<file path="src/rtl/nios_ram_loader_if.sv">
// Avalon-MM bus between the RAM loader (master) and the program RAM s1 port (slave).
interface nios_ram_loader_if #(
  parameter int ADDR_W = 10
);
  logic [ADDR_W-1:0] ram_address;
  logic [3:0]        ram_byteenable;
  logic              ram_chipselect;
  logic              ram_write;
  logic [31:0]       ram_writedata;
  logic [31:0]       ram_readdata;

  modport master (
    output ram_address, ram_byteenable, ram_chipselect, ram_write, ram_writedata,
    input  ram_readdata
  );

  modport slave (
    input  ram_address, ram_byteenable, ram_chipselect, ram_write, ram_writedata,
    output ram_readdata
  );
endinterface

</file>
<file path="src/rtl/nios_ram_loader.sv">
// Fills the Nios II program RAM from a byte stream, packing little-endian words,
// then reads the region back and compares a modular checksum.
module nios_ram_loader #(
  parameter int ADDR_W = 10,
  parameter int CNT_W  = 11
) (
  input  logic                clk,
  input  logic                reset_n,
  input  logic                start,
  input  logic [ADDR_W-1:0]   base_addr,
  input  logic [CNT_W-1:0]    word_count,
  input  logic [7:0]          s_data,
  input  logic                s_valid,
  output logic                s_ready,
  nios_ram_loader_if.master   ram,
  output logic                busy,
  output logic                done,
  output logic                error,
  output logic [31:0]         checksum
);

  typedef enum logic [2:0] {IDLE, FILL, WRITE, VREAD, CHECK, FINISH} state_t;

  localparam logic [CNT_W-1:0] MAX_WORDS = CNT_W'(2**ADDR_W);

  state_t            state;
  logic [ADDR_W-1:0] base_q;
  logic [CNT_W-1:0]  count_q;
  logic [CNT_W-1:0]  word_cnt;
  logic [CNT_W-1:0]  word_cnt_nxt;
  logic [1:0]        byte_cnt;
  logic [23:0]       byte_buf;
  logic [31:0]       rd_sum;
  logic [31:0]       rd_total;
  logic              rd_pend;

  assign word_cnt_nxt = word_cnt + 1'b1;
  assign rd_total     = rd_sum + ram.ram_readdata;

  // Outputs are registered, so each branch sets them for the state being entered.
  always_ff @(posedge clk) begin
    if (!reset_n) begin
      state              <= IDLE;
      s_ready            <= 1'b0;
      ram.ram_address    <= '0;
      ram.ram_byteenable <= 4'h0;
      ram.ram_chipselect <= 1'b0;
      ram.ram_write      <= 1'b0;
      ram.ram_writedata  <= '0;
      busy               <= 1'b0;
      done               <= 1'b0;
      error              <= 1'b0;
      checksum           <= '0;
      base_q             <= '0;
      count_q            <= '0;
      word_cnt           <= '0;
      byte_cnt           <= '0;
      byte_buf           <= '0;
      rd_sum             <= '0;
      rd_pend            <= 1'b0;
    end else begin
      s_ready            <= 1'b0;
      ram.ram_chipselect <= 1'b0;
      ram.ram_write      <= 1'b0;
      ram.ram_byteenable <= 4'h0;
      done               <= 1'b0;

      case (state)
        IDLE: begin
          if (start) begin
            base_q   <= base_addr;
            count_q  <= word_count;
            error    <= 1'b0;
            checksum <= '0;
            byte_cnt <= '0;
            word_cnt <= '0;
            rd_sum   <= '0;
            busy     <= 1'b1;
            if (word_count == '0) begin
              state <= FINISH;
            end else if (word_count > MAX_WORDS) begin
              error <= 1'b1;
              state <= FINISH;
            end else begin
              state   <= FILL;
              s_ready <= 1'b1;
            end
          end
        end

        FILL: begin
          s_ready <= 1'b1;
          if (s_valid && s_ready) begin
            byte_cnt <= byte_cnt + 2'd1;
            case (byte_cnt)
              2'd0:    byte_buf[7:0]   <= s_data;
              2'd1:    byte_buf[15:8]  <= s_data;
              2'd2:    byte_buf[23:16] <= s_data;
              default: begin
                state              <= WRITE;
                s_ready            <= 1'b0;
                ram.ram_chipselect <= 1'b1;
                ram.ram_write      <= 1'b1;
                ram.ram_byteenable <= 4'hF;
                ram.ram_address    <= base_q + word_cnt[ADDR_W-1:0];
                ram.ram_writedata  <= {s_data, byte_buf};
              end
            endcase
          end
        end

        WRITE: begin
          checksum <= checksum + ram.ram_writedata;
          if (word_cnt_nxt == count_q) begin
            state              <= VREAD;
            word_cnt           <= '0;
            rd_pend            <= 1'b0;
            ram.ram_chipselect <= 1'b1;
            ram.ram_byteenable <= 4'hF;
            ram.ram_address    <= base_q;
          end else begin
            state    <= FILL;
            word_cnt <= word_cnt_nxt;
            s_ready  <= 1'b1;
          end
        end

        // Read data trails the address by one cycle, so the first VREAD cycle has nothing to add.
        VREAD: begin
          if (rd_pend) rd_sum <= rd_total;
          rd_pend <= 1'b1;
          if (word_cnt_nxt == count_q) begin
            state <= CHECK;
          end else begin
            word_cnt           <= word_cnt_nxt;
            ram.ram_chipselect <= 1'b1;
            ram.ram_byteenable <= 4'hF;
            ram.ram_address    <= base_q + word_cnt_nxt[ADDR_W-1:0];
          end
        end

        CHECK: begin
          rd_sum <= rd_total;
          if (rd_total != checksum) error <= 1'b1;
          state <= FINISH;
        end

        FINISH: begin
          done  <= 1'b1;
          busy  <= 1'b0;
          state <= IDLE;
        end

        default: state <= IDLE;
      endcase
    end
  end

endmodule

</file>
<file path="src/flat_wrapper.sv">
// flat-port wrapper written by rule: the top's interface ports become plain ports
module nios_ram_loader_flat 
#(
  parameter int ADDR_W = 10,
  parameter int CNT_W  = 11
)
  (clk, reset_n, start, base_addr, word_count, s_data, s_valid, s_ready, busy, done, error, checksum, ram_ram_address, ram_ram_byteenable, ram_ram_chipselect, ram_ram_write, ram_ram_writedata, ram_ram_readdata);
  nios_ram_loader_if #(.ADDR_W(ADDR_W)) ram_i ();
  input  logic clk;
  input  logic reset_n;
  input  logic start;
  input  logic [ADDR_W-1:0] base_addr;
  input  logic [CNT_W-1:0] word_count;
  input  logic [7:0] s_data;
  input  logic s_valid;
  output logic s_ready;
  output logic busy;
  output logic done;
  output logic error;
  output logic [31:0] checksum;
  output wire logic [$bits(ram_i.ram_address)-1:0] ram_ram_address;
  output wire logic [$bits(ram_i.ram_byteenable)-1:0] ram_ram_byteenable;
  output wire logic [$bits(ram_i.ram_chipselect)-1:0] ram_ram_chipselect;
  output wire logic [$bits(ram_i.ram_write)-1:0] ram_ram_write;
  output wire logic [$bits(ram_i.ram_writedata)-1:0] ram_ram_writedata;
  input wire logic [$bits(ram_i.ram_readdata)-1:0] ram_ram_readdata;
  assign ram_ram_address = ram_i.ram_address;
  assign ram_ram_byteenable = ram_i.ram_byteenable;
  assign ram_ram_chipselect = ram_i.ram_chipselect;
  assign ram_ram_write = ram_i.ram_write;
  assign ram_ram_writedata = ram_i.ram_writedata;
  assign ram_i.ram_readdata = ram_ram_readdata;
  nios_ram_loader #(.ADDR_W(ADDR_W), .CNT_W(CNT_W)) u_core (.clk(clk), .reset_n(reset_n), .start(start), .base_addr(base_addr), .word_count(word_count), .s_data(s_data), .s_valid(s_valid), .s_ready(s_ready), .ram(ram_i), .busy(busy), .done(done), .error(error), .checksum(checksum));
endmodule
</file>
<file path="config.mk">
export PLATFORM = sky130hd
export DESIGN_NAME = nios_ram_loader_flat
export DESIGN_NICKNAME = d
export VERILOG_FILES = /design/src/rtl/nios_ram_loader_if.sv /design/src/rtl/nios_ram_loader.sv /design/src/flat_wrapper.sv
export SDC_FILE = /design/constraint.sdc
export NUM_CORES = 1
export LEC_CHECK = 0
export BUFFER_PORTS_ARGS = -buffer_cell sky130_fd_sc_hd__buf_2
export CAP_MARGIN = 15
export CORE_MARGIN = 2
export CORE_UTILIZATION = 59
export CTS_CLUSTER_SIZE = 8
export DETAILED_ROUTE_END_ITERATION = 6
export PLACE_DENSITY = 0.81
export SKIP_LAST_GASP = 1
export SLEW_MARGIN = 20
export SYNTH_ARGS = -nofsm -noshare
export SYNTH_HDL_FRONTEND = slang
export SYNTH_SLANG_ARGS = --single-unit
</file>
<file path="constraint.sdc">
create_clock -name clk -period 4.07 [get_ports clk]
set_input_delay 0.2035 -clock clk [delete_from_list [all_inputs] [get_ports clk]]
set_output_delay 0.2035 -clock clk [all_outputs]
set_load 0.02 [all_outputs]
</file>
# Word level (Yosys, flattened, before mapping)
# Index checks and enable logic that the tools add are counted.
dict set report classes {
  n_eq_ne 17
  addsub 6
  reduce_logical 28
  bitwise 1
  mux 50
  magnitude_cmp 1
}
# op n
set ops {}
lappend ops {{case mux 32 bit (3 select lines)} 1}
lappend ops {{adder 32 bit} 2}
lappend ops {{two-way mux 32 bit} 2}
lappend ops {{case mux 32 bit (2 select lines)} 1}
lappend ops {{two-way mux 10 bit} 4}
lappend ops {{two-way mux 11 bit} 3}
lappend ops {{case mux 11 bit (3 select lines)} 1}
lappend ops {{inequality test 32 bit} 1}
lappend ops {{case mux 10 bit (3 select lines)} 1}
lappend ops {{AND reduction 3 bit} 8}
lappend ops {{adder 10 bit} 2}
lappend ops {{two-way mux 3 bit} 6}
lappend ops {{two-way mux 1 bit} 16}
lappend ops {{two-way mux 4 bit} 4}
lappend ops {{case mux 3 bit (5 select lines)} 1}
lappend ops {{case mux 4 bit (3 select lines)} 1}
lappend ops {{adder 11 x 1 -> 11 bit (second input constant)} 1}
lappend ops {{equality test 11 bit} 1}
lappend ops {{> comparator 11 bit (second input constant)} 1}
lappend ops {{zero test 11 bit} 1}
lappend ops {{inequality test 2 x 1 -> 1 bit (second input constant)} 5}
lappend ops {{AND reduction 2 bit} 5}
lappend ops {{nonzero test 2 bit} 5}
lappend ops {{nonzero test 3 bit} 3}
lappend ops {{18 further kinds} 27}
dict set report totals {
  regBits 178
  elab_cells 123
}

# Logic depth before layout (Yosys ltp)
# Gate-level depths: netlist of run 1.
dict set report logic_depth {
  depth_word 5
  depth_mapped 18
}

# Worst setup path after synthesis of run 1
# OpenSTA, ideal clock, no wires.
dict set report synth_path {
  kind {reg-to-reg}
  startpoint {reg u_core.rd_sum[0]}
  endpoint {reg u_core.error}
  arrival_ns 3.441
  stages_incl_launch_ff 14
  synth_period_minus_slack_ns 3.571
  path_slack_ns 0.499
  required_time_ns 3.940
  path_buffers 0
  path_cell_list {dfxtp_1 -> ha_1 -> inv_1 -> fa_1 -> nand2b_1 -> a211oi_1 -> o311a_1 -> o21ai_1 -> o31ai_1 -> xor3_1 -> a2111oi_0 -> nand4_1 -> a2111oi_0 -> a21oi_1}
}
dict set report synth_between {
  elab_chain_len 4
}
# element line_no
set synth_lines {}
lappend synth_lines {{start, declared} nios_ram_loader.sv:33} ;# logic [31:0] rd_sum;
lappend synth_lines {{start signal, assigned} nios_ram_loader.sv:130} ;# if (rd_pend) rd_sum <= rd_total;
lappend synth_lines {{start signal, assigned} nios_ram_loader.sv:143} ;# rd_sum <= rd_total;
lappend synth_lines {{adder 32 bit} nios_ram_loader.sv:38} ;# assign rd_total = rd_sum + ram.ram_readdata;
lappend synth_lines {{inequality test 32 bit} nios_ram_loader.sv:144} ;# if (rd_total != checksum) error <= 1'b1;
lappend synth_lines {{inequality test 2 x 1 -> 1 bit (no source line)} n/a}
lappend synth_lines {{AND reduction 3 bit (no source line)} n/a}
lappend synth_lines {{end signal, assigned} nios_ram_loader.sv:52} ;# error <= 1'b0;
lappend synth_lines {{end signal, assigned} nios_ram_loader.sv:73} ;# error <= 1'b0;
lappend synth_lines {{end signal, assigned} nios_ram_loader.sv:144}
lappend synth_lines {{end, declared} nios_ram_loader.sv:18} ;# output logic error,
# No other way between the ends.
# A chain may end at the register's enable or synchronous reset.

# Worst setup path after layout of run 1
# Same ends and word-level chain as after synthesis.

==> metrics.md, run 1 <==
| Metric | Value |
|---|---|
| Outcome | `complete, no violations` |
| Hpwl dp | `25100 um` |
| Clock skew | `0.0223 ns` |
| Vias in the first global route | `10300` |
| Clock period minus worst slack | `3.91 ns` |
| Top-count cell post-synth | `nand2_1` |
| Global-route wire length before repair | `54000 um` |
| Pwr Density | `337 nW/um^2` |
| Die area | `21100 sq um` |
| Share of post-route cells with drive strength above 1 | `0.161` |
| Placed insts | `1839` |
| Sequential area share after synthesis | `0.296` |
| Area of the multi-input gates | `7820 sq um` |
| Relative slew slack | `0.292` |
| DRC Markers | `0` |
| Synth area leaders | `dfxtp_1, ha_1, nand2_1, a21boi_0, xnor2_1` |
| Ys flop type | `dfxtp_1` |
| Yosys cell types | `76` |
| Sw frac | `0.338` |
| Worst hold path depth | `3` |
| Register area | `3480 sq um` |
| Hold Crit Class | `in -> reg` |
| Clk_lat worst skew | `0.45 ns` |
| Kind of critical path | `reg -> reg` |
| Critical path required time | `4.39 ns` |
| Final WS setup | `0.155 ns` |
| Final Slew Violations | `0` |
| Switching power | `1.54 mW` |
| # IOs | `149` |
| Worst VDD drop | `274 uV` |
| FF-to-FF path depth | `14` |
| Synth Warn # | `0` |
| H-tree Lvls | `4` |
| Ant diodes | `0` |
| Final setup viols | `0` |
| Worst path max stage delay | `0.52 ns` |
| Largest net degree at the start of global routing | `94` |
| Crit share post-route | `0.962` |
| Core area | `19500 sq um` |
| Leak | `5.90 nW` |
| Number of flops mapped to enable cells by yosys | `0` |
| First DRT Iteration DRCs | `759` |
| Peak Freq | `255 MHz` |
| Clock transition at path regs | `0.08 ns` |
| CP startpoint kind | `flip-flop` |
| Initial DRT Pass Iterations | `5` |
| Worst Path Arrival | `4.24 ns` |
| # clock sinks | `174` |
| Final TNS setup | `0 ns` |
| Int Power | `3.02 mW` |
| Gp weighted congestion | `0.906` |
| Worst path cell trace | `ha_1 > inv_1 > fa_2 > xor2_2 > xnor2_1 > a2111oi_2 > nand4_1 > or4_1 > or4_1 > nor4_2 > buf_4 > nand4_1 > a2111oi_2 > a21oi_1` |
| # fillers | `1624` |
| Comb pwr share | `0.229` |
| CTS tree | `done` |
| Die Span X | `145 um` |
| Starting density of the core | `0.602` |
| Total power | `4.56 mW` |
| Drt wl/cell | `17.8 um` |
| Worst-Margin Slew | `1.06 ns` |
| Buffers added on ports | `148` |
| Post-synth top area share | `0.296` |
| Final Hold Viols | `0` |
| Cell area after synthesis | `11800 sq um` |
| Largest delay share family, worst path | `simple AND/OR/NAND/NOR gates` |
| Layout Cells excl Fill | `1873` |
| Critical path endpoint category | `flip-flop` |
| Crit path max fanout | `2` |
| Mean Syn Cell Area | `8.02 sq um` |
| Num CTS Buffers | `17` |
| Crit path depth | `14` |
| Synth async-reset ratio | `0` |
| Top cells by count, synth | `nand2_1, dfxtp_1, a21oi_1` |
| Clk pwr share | `0.368` |
| Synthesized Nets | `1611` |
| Final nets | `1740` |
| Seq pwr share | `0.403` |
| Worst path slowest cell | `or4_1` |
| Synth-to-Final Area Change | `15.0%` |
| Area leader, netlist | `dfxtp_1` |
| Clock root buffer | `clkbuf_16` |
| #FFs+latches synth | `174` |
| Post-Place Setup Slack | `0.137 ns` |
| Via count | `11300` |
| Via-to-Cell Ratio | `6.02` |
| Grt ovf | `0` |
| GRT Total Usage | `0.313` |
| Total wire length | `33400 um` |
| Max Cap Viol | `0` |
| Number of core rows | `51` |
| Antenna violations before repair | `0` |
| Post-CTS setup buffer count | `0` |
| Antenna Nets Post-Route | `0` |
| Die Y | `145 um` |
| Hold WS | `0.0140 ns` |
| Post-synthesis cell count | `1466` |
| Maximum clock path buffer count | `2` |
| Worst path bufs/invs | `2` |
## tightest hold or removal path, stage by stage
cell and delay, ns:
buf_2 0.09, nand2_1 0.04, a21boi_0 0.06
## state kept, by name, summed over array words and instances, names as in the netlist, 2 cells and up
| name | cells |
|---|---|
| u_core.checksum | 32 |
| u_core.ram.ram_writedata | 32 |
| u_core.rd_sum | 32 |
| u_core.byte_buf | 24 |
| u_core.count_q | 11 |
| u_core.word_cnt | 11 |
| u_core.base_q | 10 |
| u_core.ram.ram_address | 10 |
| u_core.state | 3 |
| u_core.byte_cnt | 2 |
## per-layer routing
metal,share of wire,up-vias,GRT usage,routed length [um]
met5,0,-,0,0
met4,0.019,0,0.0873,631
met3,0.069,50,0.0406,2320
met2,0.46,433,0.502,15400
met1,0.45,5291,0.443,15100
li1,-,5501,-,-
## kinds of logic (layout without fill, tap and decap cells)
family / count (synthesis) / count (layout) / share of synthesized area
adder cells (fa/ha/maj): 80 / 80 / 0.0870
XOR/XNOR: 112 / 112 / 0.0982
flip-flops: 174 / 174 / 0.296
AO/OA/AOI/OAI: 440 / 440 / 0.251
multiplexers: 9 / 9 / 0.00798
AND/OR/NAND/NOR: 527 / 527 / 0.216
buffers and inverters: 124 / 266 / 0.0432
## stage by stage
| step | util | area, sq um |
|---|---|---|
| 2_1_floorplan | - | 11800 |
| 3_3_place_gp | 0.658 | 12800 |
| 3_5_place_dp | 0.658 | 12800 |
| 4_1_cts | 0.690 | 13500 |
| 5_1_grt | 0.693 | 13500 |
| 6_report | 0.693 | 13500 |
## power by group through the flow
stage / combinational (mW) / sequential (mW) / clock [mW]
after global placement: 1.00 / 1.88 / 0
after detailed placement: 1.01 / 1.88 / 0
final: 1.04 / 1.84 / 1.68
after floorplan: 0.696 / 1.88 / 0
after CTS: 1.02 / 1.84 / 1.70
after global routing: 1.14 / 1.85 / 1.78
## timing repair
item	in CTS	in global routing
hold endpoints to repair	2	0
endpoints found under the setup margin	0	1
gates resized for setup	0	13
hold buffers	2	0
## final cells by class
| cell class | count | area share |
|---|---|---|
| clock buffers | 17 | 0.0315 |
| clock inverters | 15 | 0.0137 |
| inverters | 32 | 0.00888 |
| multi-input cells | 1168 | 0.579 |
| flip-flops and latches | 174 | 0.258 |
| well taps | 265 | 0.0245 |
| repair buffers | 202 | 0.0853 |
## cells in the final DEF (no fill, tap or decap), drive strengths merged, types with 59 or more instances in the layout
cell and n:
nand2 216, dfxtp 174, a21boi 90, nor2b 65
o21ai 67, xnor2 59, nor2 77, ha 77
a21oi 95, buf 200
## worst paths after layout
path	start	end	slack, ns
worst max-delay path	u_core.rd_sum[0]$_SDFFE_PN0P_	u_core.error$_SDFFE_PN0P_	0.16
worst min-delay path	base_addr[8]	u_core.base_q[8]$_SDFFE_PN0P_	0.01
worst max register to register	u_core.rd_sum[0]$_SDFFE_PN0P_	u_core.error$_SDFFE_PN0P_	0.16
worst min register to register	u_core.byte_buf[21]$_SDFFE_PN0P_	u_core.byte_buf[21]$_SDFFE_PN0P_	0.47
(Power assumes the default switching activity.)
==> run 2: changes to the inputs <==
BUFFER_PORTS_ARGS = default   (was -buffer_cell sky130_fd_sc_hd__buf_2)
CORE_UTILIZATION = 55   (was 59)
DONT_BUFFER_PORTS = 1   (was default)
PLACE_DENSITY = 0.7   (was 0.81)
REMOVE_ABC_BUFFERS = 1   (was default)
==> run 2 against run 1 <==
Against the previous run: utilization down 6.8 points; via count is 5.9% lower; wire length fell by 0.94%; critical path depth unchanged; maximum frequency rose by 2.7%; die area up 7.1%; global-route usage decreased by 2.1 points; largest power group unchanged.
==> metrics.md, run 2 (same netlist as run 1, synthesis figures left out) <==
| Metric | Value |
|---|---|
| DRC Markers | `0 (unchanged)` |
| # IOs | `149 (unchanged)` |
| Worst path max stage delay | `0.54 ns (+0.02 ns)` |
| CP startpoint kind | `flip-flop` |
| DR WL met3 | `2110 um (-9.0%)` |
| Clk_lat worst skew | `0.44 ns (about the same)` |
| Via count | `10600 (-5.9%)` |
| Num CTS Buffers | `17 (unchanged)` |
| Clock transition at path regs | `0.07 ns (about the same)` |
| Number of core rows | `53 (+3.9%)` |
| Grt ovf | `0 (unchanged)` |
| Routed wl met2 | `15600 um (+1.3%)` |
| Relative slew slack | `0.309 (+0.0164)` |
| Starting density of the core | `0.559 (-0.0428)` |
| Final setup viols | `0 (unchanged)` |
| Worst path cell trace | `ha_2 > inv_1 > fa_2 > xor2_2 > xnor2_1 > a2111oi_2 > nand4_1 > or4_1 > or4_4 > nor4_4 > buf_4 > nand4_1 > a2111oi_2 > a21oi_1` |
| Worst path slowest cell | `or4_4` |
| Clock root buffer | `clkbuf_16` |
| Core area | `21000 sq um (+7.7%)` |
| Buffers added on ports | `0 (-100%)` |
| Antenna Nets Post-Route | `0 (unchanged)` |
| Critical path required time | `4.39 ns (about the same)` |
| Final Slew Violations | `0 (unchanged)` |
| Leading cell types in the layout, fill and taps excluded | `nand2_1, dfxtp_1, a21oi_1, a21boi_0, ha_1` |
| Crit path max fanout | `2 (unchanged)` |
| Leak | `5.29 nW (-10%)` |
| Vias in the first global route | `9976 (-3.3%)` |
| Die Span X | `150 um (+3.5%)` |
| Via-to-Cell Ratio | `6.03 (+0.15%)` |
| Ant diodes | `0 (unchanged)` |
| Max Cap Viol | `0 (unchanged)` |
| Worst Path Arrival | `4.13 ns (-0.11 ns)` |
| Unrepaired setup endpoints after global routing | `no` |
| Synth-to-Final Area Change | `11.6%` |
| R2r endpoint | `u_core.error$_SDFFE_PN0P_` |
| Share of post-route cells with drive strength above 1 | `0.0734 (-0.0877)` |
| Peak Freq | `262 MHz (+2.7%)` |
| Post-Route M1 WL | `14500 um (-3.9%)` |
| Largest net degree at the start of global routing | `159 (+69%)` |
| Worst VDD drop | `251 uV (-8.3%)` |
| H-tree Lvls | `4 (unchanged)` |
| Placed insts | `1692 (-8.0%)` |
| Gp weighted congestion | `0.925 (+2.2%)` |
| Antenna violations before repair | `0 (unchanged)` |
| Die area | `22600 sq um (+7.1%)` |
| Final nets | `1617 (-7.1%)` |
| Initial DRT Pass Iterations | `5 (unchanged)` |
| Die Y | `150 um (+3.5%)` |
| Worst hold path depth | `3 (unchanged)` |
| Post-Place Setup Slack | `-0.0366 ns (-0.173 ns)` |
| Critical path endpoint category | `flip-flop` |
| First DRT Iteration DRCs | `645 (-15%)` |
| Maximum clock path buffer count | `2 (unchanged)` |
| Clock period minus worst slack | `3.81 ns (-0.105 ns)` |
| GRT Total Usage | `0.292 (-0.0206)` |
| Worst Hold End | `u_core.s_ready$_SDFF_PN0_` |
| Post-CTS setup buffer count | `0 (unchanged)` |
| R2R Path Start | `u_core.rd_sum[0]$_SDFFE_PN0P_` |
| Worst-Margin Slew | `1.03 ns (-0.0245 ns)` |
| FF-to-FF path depth | `14 (unchanged)` |
| Crit share post-route | `0.936 (-0.0257)` |
| Kind of critical path | `reg -> reg` |
| Pwr Density | `348 nW/um^2 (+3.2%)` |
| Commonest non-fill, non-tap cell in the layout | `nand2_1` |
| Hold Crit Class | `in -> reg` |
| Drt wl/cell | `18.8 um (+5.4%)` |
| Top Registers | `u_core.checksum (32), u_core.ram.ram_writedata (32), u_core.rd_sum (32)` |
| # clock sinks | `174 (unchanged)` |
| Total wire length | `33100 um (-0.94%)` |
| CTS tree | `done` |
| DR top layer | `met4` |
| Layout Cells excl Fill | `1760 (-6.0%)` |
| Clock skew | `0.0115 ns (-0.0108 ns)` |
| Outcome | `complete, no violations` |
| Global-route wire length before repair | `52200 um (-3.4%)` |
| Final WS setup | `0.260 ns (+0.105 ns)` |
| # fillers | `1875 (+15%)` |
| Final Hold Viols | `0 (unchanged)` |
| Flop-to-flop setup slack | `0.26 ns (+0.10 ns)` |
| Hpwl dp | `23900 um (-4.6%)` |
| Hold path start | `word_count[10]` |
run 2: metal layers:
metal  GRT usage  vias up
li1            -     5241
met1       0.383     5018
met2       0.482      293
met3      0.0597       59
met4      0.0934        0
met5           0        -
run 2: metrics by stage:
step                utilization  hold WS (ns)  TNS [ns]  instance area, sq um  power, mW
global route              0.624         0.101         0                 13100       4.76
floorplan                     -         0.320         0                 11400       2.52
detailed placement        0.574         0.351   -0.0366                 12100       2.81
finish                    0.624        0.0887         0                 13100       4.57
global placement          0.574         0.347         0                 12100       2.80
CTS                       0.620        0.0788         0                 13000       4.57
run 2: worst max path at each step:
stage / start / cells past startpoint / endpoint / slack (ns)
after floorplan: u_core.state[1]$_SDFFE_PN0P_ / 8 / u_core.rd_sum[12]$_SDFFE_PN0P_ / 0.46
after global placement: u_core.rd_sum[0]$_SDFFE_PN0P_ / 14 / u_core.error$_SDFFE_PN0P_ / 0.06
after detailed placement: u_core.rd_sum[0]$_SDFFE_PN0P_ / 14 / u_core.error$_SDFFE_PN0P_ / -0.04
after CTS: u_core.rd_sum[0]$_SDFFE_PN0P_ / 14 / u_core.error$_SDFFE_PN0P_ / 0.01
after global routing: u_core.rd_sum[6]$_SDFFE_PN0P_ / 13 / u_core.error$_SDFFE_PN0P_ / 0.004
final: u_core.rd_sum[0]$_SDFFE_PN0P_ / 14 / u_core.error$_SDFFE_PN0P_ / 0.26
run 2: worst max-delay path: cells and delay by family (launching register included):
| kind | cells | cell delay, ns |
|---|---|---|
| simple gates | 5 | 1.42 |
| flops | 1 | 0.33 |
| compound gates | 3 | 0.82 |
| buf+inv | 2 | 0.20 |
| xor+xnor | 2 | 0.37 |
| fa+ha+maj | 2 | 0.54 |
run 2: layout make-up:
type,count,area [sq um],area share
clock buffers,20,447,0.0340
clock inverters,12,146,0.0112
inverters,32,120,0.00915
multi-input cells,1168,7880,0.600
flip-flops and latches,174,3480,0.266
well taps,275,344,0.0262
repair buffers,79,701,0.0534
run 2: what timing repair did:
item | CTS | global route
pin swaps | 0 | 8
endpoints found under the setup margin | 1 | 1
cloned | 0 | 0
resized for setup | 1 | 21
hold buffers | 36 | 0
hold endpoints to repair | 162 | 0
run 2: report_power, final:
part           switching (mW)  leakage (nW)  internal [mW]
sequential             0.0941          1.41           1.78
clock                   0.762         0.286          0.939
combinational           0.615          3.60          0.380
==> run 3: changes to the inputs <==
PLACE_DENSITY = 0.73   (was 0.7)
clock period = 3.4 ns   (was 4.07 ns; I/O delays follow)
==> run 3 against run 2 <==
Against the previous run: the run now ends with setup timing left; global-route usage is 1.4 points higher; setup slack lost 0.47 ns; non-clock buffer count is 143 higher; clock power is 21% higher; highest routed layer unchanged.
==> metrics.md, run 3 (same netlist as run 1, synthesis figures left out) <==
| Metric | Value |
|---|---|
| Outcome | `finished, violations left` |
| Violated checks | `setup timing` |
| Worst VDD drop | `318 uV (+27%)` |
| Die Span X | `150 um (unchanged)` |
| Post-Place Setup Slack | `-0.760 ns (-0.724 ns)` |
| Antenna violations before repair | `2 (+2)` |
| Via count | `11300 (+6.6%)` |
| # IOs | `149 (unchanged)` |
| Pwr Density | `394 nW/um^2 (+13%)` |
| Gp weighted congestion | `0.950 (+2.7%)` |
| # fillers | `1717 (-8.4%)` |
| Total wire length | `35600 um (+7.5%)` |
| Via-to-Cell Ratio | `5.93 (-1.6%)` |
| Kind of critical path | `reg -> reg` |
| CP startpoint kind | `flip-flop` |
| Top Registers | `u_core.checksum (32), u_core.ram.ram_writedata (32), u_core.rd_sum (32)` |
| Max Cap Viol | `0 (unchanged)` |
| Clock skew | `0.0216 ns (+0.0101 ns)` |
| First DRT Iteration DRCs | `817 (+27%)` |
| Worst hold path depth | `3 (unchanged)` |
| Worst Path Arrival | `3.93 ns (-0.20 ns)` |
| Die area | `22600 sq um (unchanged)` |
| Hold path start | `word_count[10]` |
| Vias in the first global route | `10600 (+6.0%)` |
| Hold Crit Class | `in -> reg` |
| CTS tree | `done` |
| Clock transition at path regs | `0.07 ns (about the same)` |
| Drt wl/cell | `18.7 um (-0.71%)` |
| Unrepaired setup endpoints after global routing | `yes` |
| FF-to-FF path depth | `16 (+2)` |
| Worst-Margin Slew | `0.979 ns (-0.0557 ns)` |
| Buffers added on ports | `0 (unchanged)` |
| # clock sinks | `174 (unchanged)` |
| Clk_lat worst skew | `0.44 ns (about the same)` |
| Die Y | `150 um (unchanged)` |
| DRC Markers | `0 (unchanged)` |
| Leading cell types in the layout, fill and taps excluded | `nand2_1, buf_4, dfxtp_1, a21boi_0, a21oi_1` |
| Hpwl dp | `25700 um (+7.3%)` |
| R2R Path Start | `u_core.rd_sum[0]$_SDFFE_PN0P_` |
| Number of core rows | `53 (unchanged)` |
| Critical path endpoint category | `flip-flop` |
| Crit share post-route | `1.06 (+0.125)` |
| Leak | `6.04 nW (+14%)` |
| Peak Freq | `277 MHz (+5.6%)` |
| Final setup viols | `1 (+1)` |
| Clock root buffer | `clkbuf_16` |
| Final WS setup | `-0.209 ns (-0.469 ns)` |
| Global-route wire length before repair | `54600 um (+4.7%)` |
| Finished Core Util | `0.684 (+0.0598)` |
| H-tree Lvls | `4 (unchanged)` |
| R2r endpoint | `u_core.error$_SDFFE_PN0P_` |
| Share of post-route cells with drive strength above 1 | `0.179 (+0.105)` |
| Core area | `21000 sq um (unchanged)` |
| Num CTS Buffers | `17 (unchanged)` |
| Antenna Nets Post-Route | `0 (unchanged)` |
| Synth-to-Final Area Change | `22.3%` |
| Initial DRT Pass Iterations | `6 (+1)` |
| Maximum clock path buffer count | `2 (unchanged)` |
| Commonest non-fill, non-tap cell in the layout | `nand2_1` |
| Final Slew Violations | `0 (unchanged)` |
| Relative slew slack | `0.346 (+0.0379)` |
| Crit path max fanout | `4 (+2)` |
| Final Hold Viols | `0 (unchanged)` |
| Worst Hold End | `u_core.s_ready$_SDFF_PN0_` |
| Flop-to-flop setup slack | `-0.21 ns (-0.47 ns)` |
| Final nets | `1760 (+8.8%)` |
| Starting density of the core | `0.559 (unchanged)` |
| Critical path required time | `3.72 ns (-0.67 ns)` |
| GRT Total Usage | `0.306 (+0.0140)` |
| Clock period minus worst slack | `3.61 ns (-0.201 ns)` |
| Grt ovf | `0 (unchanged)` |
| Largest net degree at the start of global routing | `165 (+3.8%)` |
[run 3: final cells by class]
class / count / area, sq um / area share
Multi-Input combinational cell: 1168 / 8040 / 0.559
Sequential cell: 174 / 3490 / 0.243
Timing Repair Buffer: 222 / 1770 / 0.123
Clock buffer: 20 / 457 / 0.0318
Tap cell: 275 / 344 / 0.0239
Clock inverter: 12 / 148 / 0.0103
Inverter: 32 / 120 / 0.00835
Antenna cell: 3 / 7.51 / 0.000522
[run 3: stage by stage]
| stage | hold WS (ns) | area, sq um | TNS [ns] | instances | power, mW |
|---|---|---|---|---|---|
| 6_report | 0.0596 | 14400 | -0.209 | 1906 | 5.67 |
| 5_1_grt | 0.0641 | 14400 | -0.465 | 1905 | 5.89 |
| 4_1_cts | 0.0499 | 14200 | -0.319 | 1899 | 5.65 |
| 3_5_place_dp | 0.308 | 13100 | -1.12 | 1835 | 3.51 |
| 3_3_place_gp | 0.310 | 13100 | -0.797 | 1835 | 3.49 |
| 2_1_floorplan | 0.287 | 11400 | -4.66 | 1374 | 3.02 |
[run 3: worst max-delay path, cell delays in order, from the launching register on]
cell and delay [ns]:
dfxtp_2 0.36, ha_4 0.14, inv_2 0.03, fa_2 0.35, nand2b_4 0.17, a211oi_4 0.28
buf_4 0.18, o311a_4 0.19, o21ai_2 0.08, buf_4 0.17, xnor3_1 0.16, or4_1 0.43
nor4_2 0.22, buf_4 0.14, nand4_1 0.18, a2111oi_4 0.31, a21oi_1 0.09
[run 3: where the power goes]
part	leakage (nW)	switching [mW]	internal (mW)	total [mW]
combinational	4.33	0.792	0.575	1.37
sequential	1.41	0.107	2.13	2.24
clock	0.300	0.920	1.14	2.06
total	6.04	1.82	3.85	5.67
[run 3: worst max path at each step]
stage / to / startpoint
after CTS: u_core.error$_SDFFE_PN0P_ / u_core.rd_sum[0]$_SDFFE_PN0P_
after global placement: u_core.error$_SDFFE_PN0P_ / u_core.rd_sum[0]$_SDFFE_PN0P_
after global routing: u_core.error$_SDFFE_PN0P_ / u_core.rd_sum[0]$_SDFFE_PN0P_
final: u_core.error$_SDFFE_PN0P_ / u_core.rd_sum[0]$_SDFFE_PN0P_
after floorplan: u_core.rd_sum[12]$_SDFFE_PN0P_ / u_core.state[1]$_SDFFE_PN0P_
after detailed placement: u_core.error$_SDFFE_PN0P_ / u_core.rd_sum[0]$_SDFFE_PN0P_
[run 3: what timing repair did]
item,in CTS,in global routing
setup endpoints to repair,12,23
cloned,0,0
pin swaps,14,8
hold buffers,30,0
endpoints found under the hold margin,162,0
buffers inserted,2,4
resized for setup,25,38
[run 3: routing by layer]
metal	track usage	wire length, um	vias to the layer above
met5	0	0	-
met4	0.121	1140	0
met3	0.0658	2410	69
met2	0.503	16900	383
met1	0.392	15100	5334
li1	-	-	5521
